`config.mk`:
```
export PLATFORM = sky130hd
export DESIGN_NAME = num_ascii_formatter
export DESIGN_NICKNAME = d
export VERILOG_FILES = /design/src/rtl/num_ascii_formatter.sv
export SDC_FILE = /design/constraint.sdc
export NUM_CORES = 1
export LEC_CHECK = 0
export ABC_AREA = 1
export BUFFER_PORTS_ARGS = -buffer_cell sky130_fd_sc_hd__buf_2
export CORE_MARGIN = 3
export CORE_UTILIZATION = 35
export DETAILED_ROUTE_END_ITERATION = 8
export SLEW_MARGIN = 30
export SYNTH_ARGS = -nofsm -noshare
export SYNTH_HDL_FRONTEND = slang
export SYNTH_SLANG_ARGS = --single-unit
```
`constraint.sdc`:
```
create_clock -name clk -period 16.45 [get_ports clk]
set_input_delay 0.8225 -clock clk [delete_from_list [all_inputs] [get_ports clk]]
set_output_delay 0.8225 -clock clk [all_outputs]
set_load 0.1 [all_outputs]
```
`src/rtl/num_ascii_formatter.sv`:
```
// Reads signed words from a number RAM and streams them as space-separated
// decimal ASCII toward a byte-wide valid/ready transmitter.
module num_ascii_formatter #(
  parameter int unsigned DATA_WIDTH = 32,
  parameter int unsigned ADDR_WIDTH = 11
) (
  input  logic                  clk,
  input  logic                  rst_n,
  input  logic                  clear,
  input  logic                  start,
  input  logic [10:0]           num_count,
  output logic [ADDR_WIDTH-1:0] rd_addr,
  input  logic [DATA_WIDTH-1:0] rd_data,
  output logic [7:0]            tx_data,
  output logic                  tx_valid,
  output logic                  tx_last,
  input  logic                  tx_ready,
  output logic                  busy,
  output logic                  done
);

  localparam int unsigned CW   = ADDR_WIDTH + 1;
  localparam int unsigned NDIG = 10;
  localparam logic [CW-1:0] MAX_CNT   = {1'b1, {ADDR_WIDTH{1'b0}}};
  localparam logic [7:0]    ASC_MINUS = 8'h2D;
  localparam logic [7:0]    ASC_SPACE = 8'h20;

  typedef enum logic [2:0] {
    IDLE, READ, WAIT, CONV, EMIT_SIGN, EMIT_DIG, EMIT_SEP, FINISH
  } state_e;

  state_e                state_q, state_d;
  logic [CW-1:0]         cnt_q, cnt_d;
  logic [CW-1:0]         idx_q, idx_d;
  logic [ADDR_WIDTH-1:0] rd_addr_q, rd_addr_d;
  logic                  neg_q, neg_d;
  logic [31:0]           mag_q, mag_d;
  logic [3:0]            dig_q [NDIG];
  logic [3:0]            dig_d [NDIG];
  logic [3:0]            ndig_q, ndig_d;
  logic [3:0]            pos_q, pos_d;
  logic [7:0]            tx_data_q, tx_data_d;
  logic                  tx_valid_q, tx_valid_d;
  logic                  tx_last_q, tx_last_d;
  logic                  busy_q, busy_d;
  logic                  done_q, done_d;

  logic [31:0]           quot;
  logic [3:0]            rem;
  logic [DATA_WIDTH-1:0] abs_val;
  logic                  is_last;
  logic                  xfer;

  // One decimal digit per cycle from the running magnitude
  always_comb begin
    quot    = mag_q / 32'd10;
    rem     = 4'(mag_q % 32'd10);
    abs_val = rd_data[DATA_WIDTH-1] ? (~rd_data + DATA_WIDTH'(1)) : rd_data;
    is_last = (idx_q + CW'(1)) == cnt_q;
    xfer    = tx_valid_q && tx_ready;
  end

  always_comb begin
    state_d    = state_q;
    cnt_d      = cnt_q;
    idx_d      = idx_q;
    neg_d      = neg_q;
    mag_d      = mag_q;
    dig_d      = dig_q;
    ndig_d     = ndig_q;
    pos_d      = pos_q;
    tx_data_d  = tx_data_q;
    tx_valid_d = tx_valid_q;
    tx_last_d  = tx_last_q;
    busy_d     = busy_q;
    done_d     = 1'b0;

    case (state_q)
      IDLE: begin
        if (start) begin
          cnt_d   = (32'(num_count) > 32'(MAX_CNT)) ? MAX_CNT : CW'(num_count);
          idx_d   = '0;
          busy_d  = 1'b1;
          state_d = READ;
        end
      end
      READ: begin
        if (idx_q >= cnt_q) begin
          done_d  = 1'b1;
          state_d = FINISH;
        end else begin
          state_d = WAIT;
        end
      end
      WAIT: begin
        neg_d   = rd_data[DATA_WIDTH-1];
        mag_d   = 32'(abs_val);
        ndig_d  = '0;
        state_d = CONV;
      end
      // Final step presents the top digit straight from rem so no bubble appears
      CONV: begin
        dig_d[ndig_q] = rem;
        ndig_d        = ndig_q + 4'd1;
        mag_d         = quot;
        if (quot == 32'd0) begin
          pos_d      = ndig_q;
          tx_valid_d = 1'b1;
          if (neg_q) begin
            tx_data_d = ASC_MINUS;
            tx_last_d = 1'b0;
            state_d   = EMIT_SIGN;
          end else begin
            tx_data_d = {4'h3, rem};
            tx_last_d = is_last && (ndig_q == 4'd0);
            state_d   = EMIT_DIG;
          end
        end
      end
      EMIT_SIGN: begin
        if (xfer) begin
          tx_data_d = {4'h3, dig_q[pos_q]};
          tx_last_d = is_last && (pos_q == 4'd0);
          state_d   = EMIT_DIG;
        end
      end
      EMIT_DIG: begin
        if (xfer) begin
          if (pos_q == 4'd0) begin
            tx_last_d = 1'b0;
            if (is_last) begin
              tx_valid_d = 1'b0;
              done_d     = 1'b1;
              state_d    = FINISH;
            end else begin
              tx_data_d = ASC_SPACE;
              state_d   = EMIT_SEP;
            end
          end else begin
            pos_d     = pos_q - 4'd1;
            tx_data_d = {4'h3, dig_q[pos_q - 4'd1]};
            tx_last_d = is_last && (pos_q == 4'd1);
          end
        end
      end
      EMIT_SEP: begin
        if (xfer) begin
          tx_valid_d = 1'b0;
          idx_d      = idx_q + CW'(1);
          state_d    = READ;
        end
      end
      FINISH: begin
        busy_d  = 1'b0;
        state_d = IDLE;
      end
      default: state_d = IDLE;
    endcase

    if (clear) begin
      state_d    = IDLE;
      idx_d      = '0;
      tx_valid_d = 1'b0;
      tx_last_d  = 1'b0;
      busy_d     = 1'b0;
      done_d     = 1'b0;
    end

    rd_addr_d = ADDR_WIDTH'(idx_d);
  end

  always_ff @(posedge clk or negedge rst_n) begin
    if (!rst_n) begin
      state_q    <= IDLE;
      cnt_q      <= '0;
      idx_q      <= '0;
      rd_addr_q  <= '0;
      neg_q      <= 1'b0;
      mag_q      <= '0;
      for (int i = 0; i < NDIG; i++) dig_q[i] <= '0;
      ndig_q     <= '0;
      pos_q      <= '0;
      tx_data_q  <= '0;
      tx_valid_q <= 1'b0;
      tx_last_q  <= 1'b0;
      busy_q     <= 1'b0;
      done_q     <= 1'b0;
    end else begin
      state_q    <= state_d;
      cnt_q      <= cnt_d;
      idx_q      <= idx_d;
      rd_addr_q  <= rd_addr_d;
      neg_q      <= neg_d;
      mag_q      <= mag_d;
      dig_q      <= dig_d;
      ndig_q     <= ndig_d;
      pos_q      <= pos_d;
      tx_data_q  <= tx_data_d;
      tx_valid_q <= tx_valid_d;
      tx_last_q  <= tx_last_d;
      busy_q     <= busy_d;
      done_q     <= done_d;
    end
  end

  assign rd_addr  = rd_addr_q;
  assign tx_data  = tx_data_q;
  assign tx_valid = tx_valid_q;
  assign tx_last  = tx_last_q;
  assign busy     = busy_q;
  assign done     = done_q;

endmodule
```
==> results of run 1 <==
-- Yosys cell counts (35+ instances only) --
master   count
a21oi_1     53
dfrtp_1    117
inv_1      138
inv_2       39
nand2_1    346
nand2_2     94
nand2_4     36
nand3_1    148
nor2_1      79
o21ai_0     73
o21ai_1     35
-- state kept, by name (all words and copies together), names as in the netlist --
signal    flops
busy          1
cnt_q        11
dig_q        40
done          1
idx_q        12
mag_q        32
ndig_q        4
neg_q         1
pos_q         4
state_q       3
tx_data       6
tx_last       1
tx_valid      1
-- per-stage QoR --
stage | instance area (um^2) | utilization [%]
2_1_floorplan | 9920 | -
3_3_place_gp | 10600 | 38.5
3_5_place_dp | 10600 | 38.5
4_1_cts | 11200 | 40.9
5_1_grt | 11200 | 40.9
6_report | 11200 | 40.9
-- cells in the final DEF, fill, tap and decap left out, types with 36 or more instances in the layout --
| master | count |
|---|---|
| nand2_1 | 346 |
| nand3_1 | 148 |
| inv_1 | 138 |
| dfrtp_1 | 117 |
| nand2_2 | 94 |
| nor2_1 | 77 |
| o21ai_0 | 73 |
| buf_2 | 67 |
| a21oi_1 | 53 |
| inv_2 | 39 |
| nand2_4 | 36 |
-- logic make-up (layout without fill, tap and decap cells) --
family	count (synthesis)	after routing	synth area share (%)
XOR/XNOR	40	40	3.53
AO/OA/AOI/OAI	237	237	14.2
AND/OR/NAND/NOR	790	790	39.9
other	1	2	0.0378
buffers and inverters	232	292	9.71
flip-flops	117	117	29.5
adder cells (fa/ha/maj)	20	20	2.52
multiplexers	5	5	0.517
-- worst min path at each step --
| stage | from | endpoint | slack [ns] | cells after the start |
|---|---|---|---|---|
| floorplan | dig_q[17]$_DFFE_PN0P_ | dig_q[17]$_DFFE_PN0P_ | 0.45 | 2 |
| global placement | tx_data[5]$_DFFE_PN0P_ | tx_data[5]$_DFFE_PN0P_ | 0.45 | 1 |
| detailed placement | tx_data[5]$_DFFE_PN0P_ | tx_data[5]$_DFFE_PN0P_ | 0.46 | 1 |
| CTS | tx_data[5]$_DFFE_PN0P_ | tx_data[5]$_DFFE_PN0P_ | 0.47 | 1 |
| global route | rst_n | dig_q[17]$_DFFE_PN0P_ | 0.47 | 1 |
| finish | rst_n | dig_q[17]$_DFFE_PN0P_ | 0.42 | 1 |
-- layout make-up --
class / instances / share of cell area (%)
Clock buffer: 17 / 3.79
Clock inverter: 14 / 2.00
Inverter: 188 / 6.66
Multi-Input combinational cell: 1094 / 53.9
Sequential cell: 117 / 26.1
Tap cell: 372 / 4.15
Timing Repair Buffer: 73 / 3.43
-- layer usage --
metal / part of all wire [%] / track usage [%]
met4: 1.2 / 4.86
met1: 49 / 24.0
met3: 4.5 / 2.42
met5: 0 / 0
met2: 45 / 28.1
-- critical path: cells and delay by family (launching register included) --
kind | cells | cell delay, ns
DFF | 1 | 0.40
and+or+nand+nor | 98 | 8.79
buffers and inverters | 14 | 1.07
AOI/OAI and AO/OA | 3 | 0.62
==> results.md, run 1 <==
- Status: completed
- Clock buffer depth: 2
- Hold/Removal Path Class: in2async
- Setup WS pre-CTS: 5.46 ns
- Worst EP required: 16.76 ns
- FF-to-FF Start: mag_q[29]$_DFFE_PN0P_
- Number of hold buffers added after cts: 0
- CTS Buf Count: 17
- Total core area: 27,400 um^2
- Die Area: 30,400 um^2
- WP data arrival: 11.34 ns
- Setup tns final: 0 ns
- Final hold vios: 0
- Worst-Skew Late Latency: 0.43 ns
- CP Capture Type: register
- CTS clock-pin slew for the worst setup and hold paths: 0.06 ns
- CTS H-tree depth: 4
- Ys async rst share: 100%
- Share of layout cells above drive strength 1: 21.4%
- Gr ovfl total: 0
- Storage cell area: 2930 um^2
- Drt pass-1 iters: 5
- Vias/cell: 5.05
- Die height: 174 um
- Diode count: 0
- Vias in the first global route: 9,044
- Largest net degree at the start of global routing: 75
- WL/cell: 13.9 um
- Crit path to: tx_data[5]$_DFFE_PN0P_
- Setup Skew: 0.0189 ns
- Clock Sinks: 117
- Netlist cell types: 56
- Critical-path maximum fanout: 7
- Clock root cell: clkbuf_16
- Reg2reg path depth: 115
- Post-CTS setup buffer count: 0
- GR Util All Layers: 17.3%
- Post-synth EDFFs: 0
- Final setup margin: 5.42 ns
- Synth warnings: 0
- Syn Area/Cell: 6.87 um^2
- # Max-Cap Violations: 0
- Syn-to-layout area delta: 13.1%
- Synthesized instance count: 1,442
- Post-CTS Resized: 0
- # setup viols final: 0
- Main flop type after synthesis: dfrtp_1
- FMAX: 90.6 MHz
- Hpwl dp: 19.5 mm
- Critical path class: reg2reg
- Multi-input gate area: 6040 um^2
- Nets: 1,559
- Residual DRC: 0
- Final std cells w/o fill: 1,875
- Syn Std Cell Area: 9910 um^2
- Placer congestion estimate: 0.900
- Placed Cells: 1,844
- Total wire length: 26.1 mm
- Critical path's most frequent cell: nand2_2
- Crit path max-delay cell type: dfrtp_1
- Top cells by area, synth: dfrtp_1, nand2_1, nand3_1
- Sequential area share after synthesis: 29.5%
- Worst-margin pin slew: 0.948 ns
- Initial Utilization: 36.2%
- RSZ-0062 raised after global routing: false
- Register-to-Register Setup Slack: 5.42 ns
- Critical path origin: mag_q[29]$_DFFE_PN0P_
- CTS tree: built
- Number of placed I/O pins: 71
- CP peak stage delay: 0.40 ns
- Slew Limit Fails: 0
- Total vias in the final route: 9,467
- Cell accounting for the most synthesized area: dfrtp_1
- Port Buf Inserts: 68
- Seq cells post-synth: 117
- Initial DRC Count: 692
- Final period util: 67.1%
- Die Wd: 174 um
- Startpoint types: register
- Final Hold Slack: 0.423 ns
- DRT antenna net count: 0
- Std cell rows: 60
- Relative slew slack: 36.7%
- Antenna violations before repair: 0
- Global-route wire length before repair: 44.0 mm
- Area share of the leading cell type in the synthesized netlist: 29.5%
- RR Endpoint: tx_data[5]$_DFFE_PN0P_
- Fillers: 2,862
- Final worst path period need: 11.03 ns
Power of run 1 is not shown: default switching activity piles up to over one toggle a cycle in this logic, so the estimate is an artifact.
==> run 2, diff against run 1 <==
==> constraint.sdc (replaced) <==
create_clock -name clk -period 11 [get_ports clk]
set_input_delay 0.55 -clock clk [delete_from_list [all_inputs] [get_ports clk]]
set_output_delay 0.55 -clock clk [all_outputs]
set_load 0.1 [all_outputs]
==> run 2 against run 1 <==
  * The run now ends with negative setup slack left
  * Critical endpoint unchanged
  * Utilization increased by 5.8 points
  * Count of clock-buffer cells in the layout increased by 2
  * Final cell count increased by 3.4%
  * Register-to-register slack got worse by 5.5 ns
  * Via count increased by 6.1%
  * Sequential share of layout area decreased by 3.2 points
  * Die area unchanged
  * Critical path depth increased by 8
==> results.md, run 2 (synthesis results as in run 1) <==
- Setup Skew: 0.0195 ns (+0.000659 ns)
- Critical path buffers and inverters: 15 (+1)
- Largest register FFs: 40 (unchanged)
- Vias/cell: 5.18 (+2.6%)
- Placer congestion estimate: 0.902 (+0.22%)
- Worst-margin pin slew: 0.937 ns (-0.0103 ns)
- Commonest non-fill, non-tap cell in the layout: nand2_1
- CTS H-tree depth: 4 (unchanged)
- Residual DRC: 0 (unchanged)
- Failing checks: negative setup slack
- Reg2reg path depth: 123 (+7.0%)
- # Max-Cap Violations: 0 (unchanged)
- Diode count: 0 (unchanged)
- CTS Buf Count: 17 (unchanged)
- Antenna violations before repair: 0 (unchanged)
- Hpwl dp: 19.5 mm (about the same)
- Status: complete, but fails checks
- Most frequent cells in the layout: nand2_1, inv_1, dfrtp_1, nand2_4, nand3_1
- Initial Utilization: 36.2% (unchanged)
- Clock buffer depth: 2 (unchanged)
- Die Wd: 174 um (unchanged)
- Top flop regs: dig_q (40), mag_q (32), idx_q (12)
- Final Hold Slack: 0.0352 ns (-0.387 ns)
- Die height: 174 um (unchanged)
- CTS clock-pin slew for the worst setup and hold paths: 0.06 ns (about the same)
- Global-route wire length before repair: 43.8 mm (-0.41%)
- Number of placed I/O pins: 71 (unchanged)
- Clock Sinks: 117 (unchanged)
- Final setup margin: -0.103 ns (-5.52 ns)
- Critical path class: reg2reg
- CP Capture Type: register
- Critical-path maximum fanout: 7 (unchanged)
- FF-to-FF Start: mag_q[31]$_DFFE_PN0P_
- Vias in the first global route: 9,108 (+0.71%)
- Share of layout cells above drive strength 1: 32.2% (+11 points)
- Die Area: 30,400 um^2 (unchanged)
- RSZ-0062 raised after global routing: true
- Relative slew slack: 37.4% (+0.69 points)
- Total core area: 27,400 um^2 (unchanged)
- Crit path max-delay cell type: dfrtp_2
- Hold/Removal Path Class: in2async
- Setup tns final: -0.488 ns (-0.488 ns)
- Fillers: 2,712 (-5.2%)
- Initial DRC Count: 600 (-13%)
- DRT antenna net count: 0 (unchanged)
- RR Endpoint: tx_data[5]$_DFFE_PN0P_
- Slew Limit Fails: 0 (unchanged)
- Gr ovfl total: 0 (unchanged)
- Register-to-Register Setup Slack: -0.10 ns (-5.52 ns)
- Largest net degree at the start of global routing: 50 (-33%)
- Startpoint types: register
- Nets: 1,622 (+4.0%)
- Final period util: 101% (+34 points)
- FMAX: 90.1 MHz (-0.62%)
- Final worst path period need: 11.10 ns (+0.0684 ns)
- Worst-Skew Late Latency: 0.43 ns (about the same)
- Worst EP required: 11.32 ns (-5.44 ns)
- Total vias in the final route: 10,000 (+6.1%)
- Clock root cell: clkbuf_16
- CTS tree: built
- Final hold vios: 0 (unchanged)
- Most flops, register: dig_q
- Port Buf Inserts: 68 (unchanged)
- Std cell rows: 60 (unchanged)
- Critical path's most frequent cell: nand2_4
- WL/cell: 14.9 um (+7.2%)
- Drt pass-1 iters: 5 (unchanged)
- Syn-to-layout area delta: 29.1%
- Crit-path leading delay family: simple AND/OR/NAND/NOR gates
- # setup viols final: 12 (+12)
- GR Util All Layers: 17.1% (-0.17 points)
- Total wire length: 28.9 mm (+11%)
- CP peak stage delay: 0.46 ns (+0.06 ns)
- WP data arrival: 11.42 ns (+0.08 ns)
[run 2: cell count changes in the layout (fill, tap and decap cells not counted), sizes merged]
cell      delta
buf         +62
bufinv       -3
clkbuf       +2
clkinvlp     +1
inv          +2
[run 2: stage by stage]
stage / std cells / setup slack, ns / util (%) / instance area (um^2)
after CTS: 1877 / 0.0177 / 40.8 / 11200
after global routing: 1939 / -0.901 / 46.7 / 12800
after global placement: 1844 / 0.395 / 38.5 / 10600
final: 1939 / -0.103 / 46.7 / 12800
after detailed placement: 1845 / 0.0758 / 38.6 / 10600
after floorplan: 1443 / 1.36 / - / 9920
[run 2: worst max path at each step]
stage | start | endpoint | cells after the start
floorplan | mag_q[28]$_DFFE_PN0P_ | tx_data[5]$_DFFE_PN0P_ | 127
global placement | mag_q[29]$_DFFE_PN0P_ | tx_data[5]$_DFFE_PN0P_ | 121
detailed placement | mag_q[29]$_DFFE_PN0P_ | tx_data[5]$_DFFE_PN0P_ | 117
CTS | mag_q[29]$_DFFE_PN0P_ | tx_data[5]$_DFFE_PN0P_ | 121
global route | mag_q[31]$_DFFE_PN0P_ | tx_data[5]$_DFFE_PN0P_ | 125
finish | mag_q[31]$_DFFE_PN0P_ | tx_data[5]$_DFFE_PN0P_ | 123
[run 2: final cells by class]
type                       instances  area, um^2  area share (%)
clock inverter                    13         146            1.14
multi-input combinational       1094        7140            55.8
sequential                       117        2930            22.9
timing repair inverter             1        8.76          0.0685
inverter                         188         785            6.13
clock buffer                      19         453            3.54
tap                              372         465            3.64
timing repair buffer             135         870            6.80
[run 2: metal layers]
metal | track usage, % | vias up | share of wire [%]
met4 | 4.46 | 0 | 1.4
met2 | 28.0 | 241 | 48
met1 | 23.8 | 4753 | 46
met3 | 2.29 | 33 | 4.2
met5 | 0 | - | 0
li1 | - | 5013 | -
[run 2: repair_timing]
action                     4_1_cts  5_1_grt
gates resized for setup          0      264
buffers inserted                 0       61
setup endpoints to repair        0       48
hold buffers                     0        0
Power of run 2 is left out for the same reason.
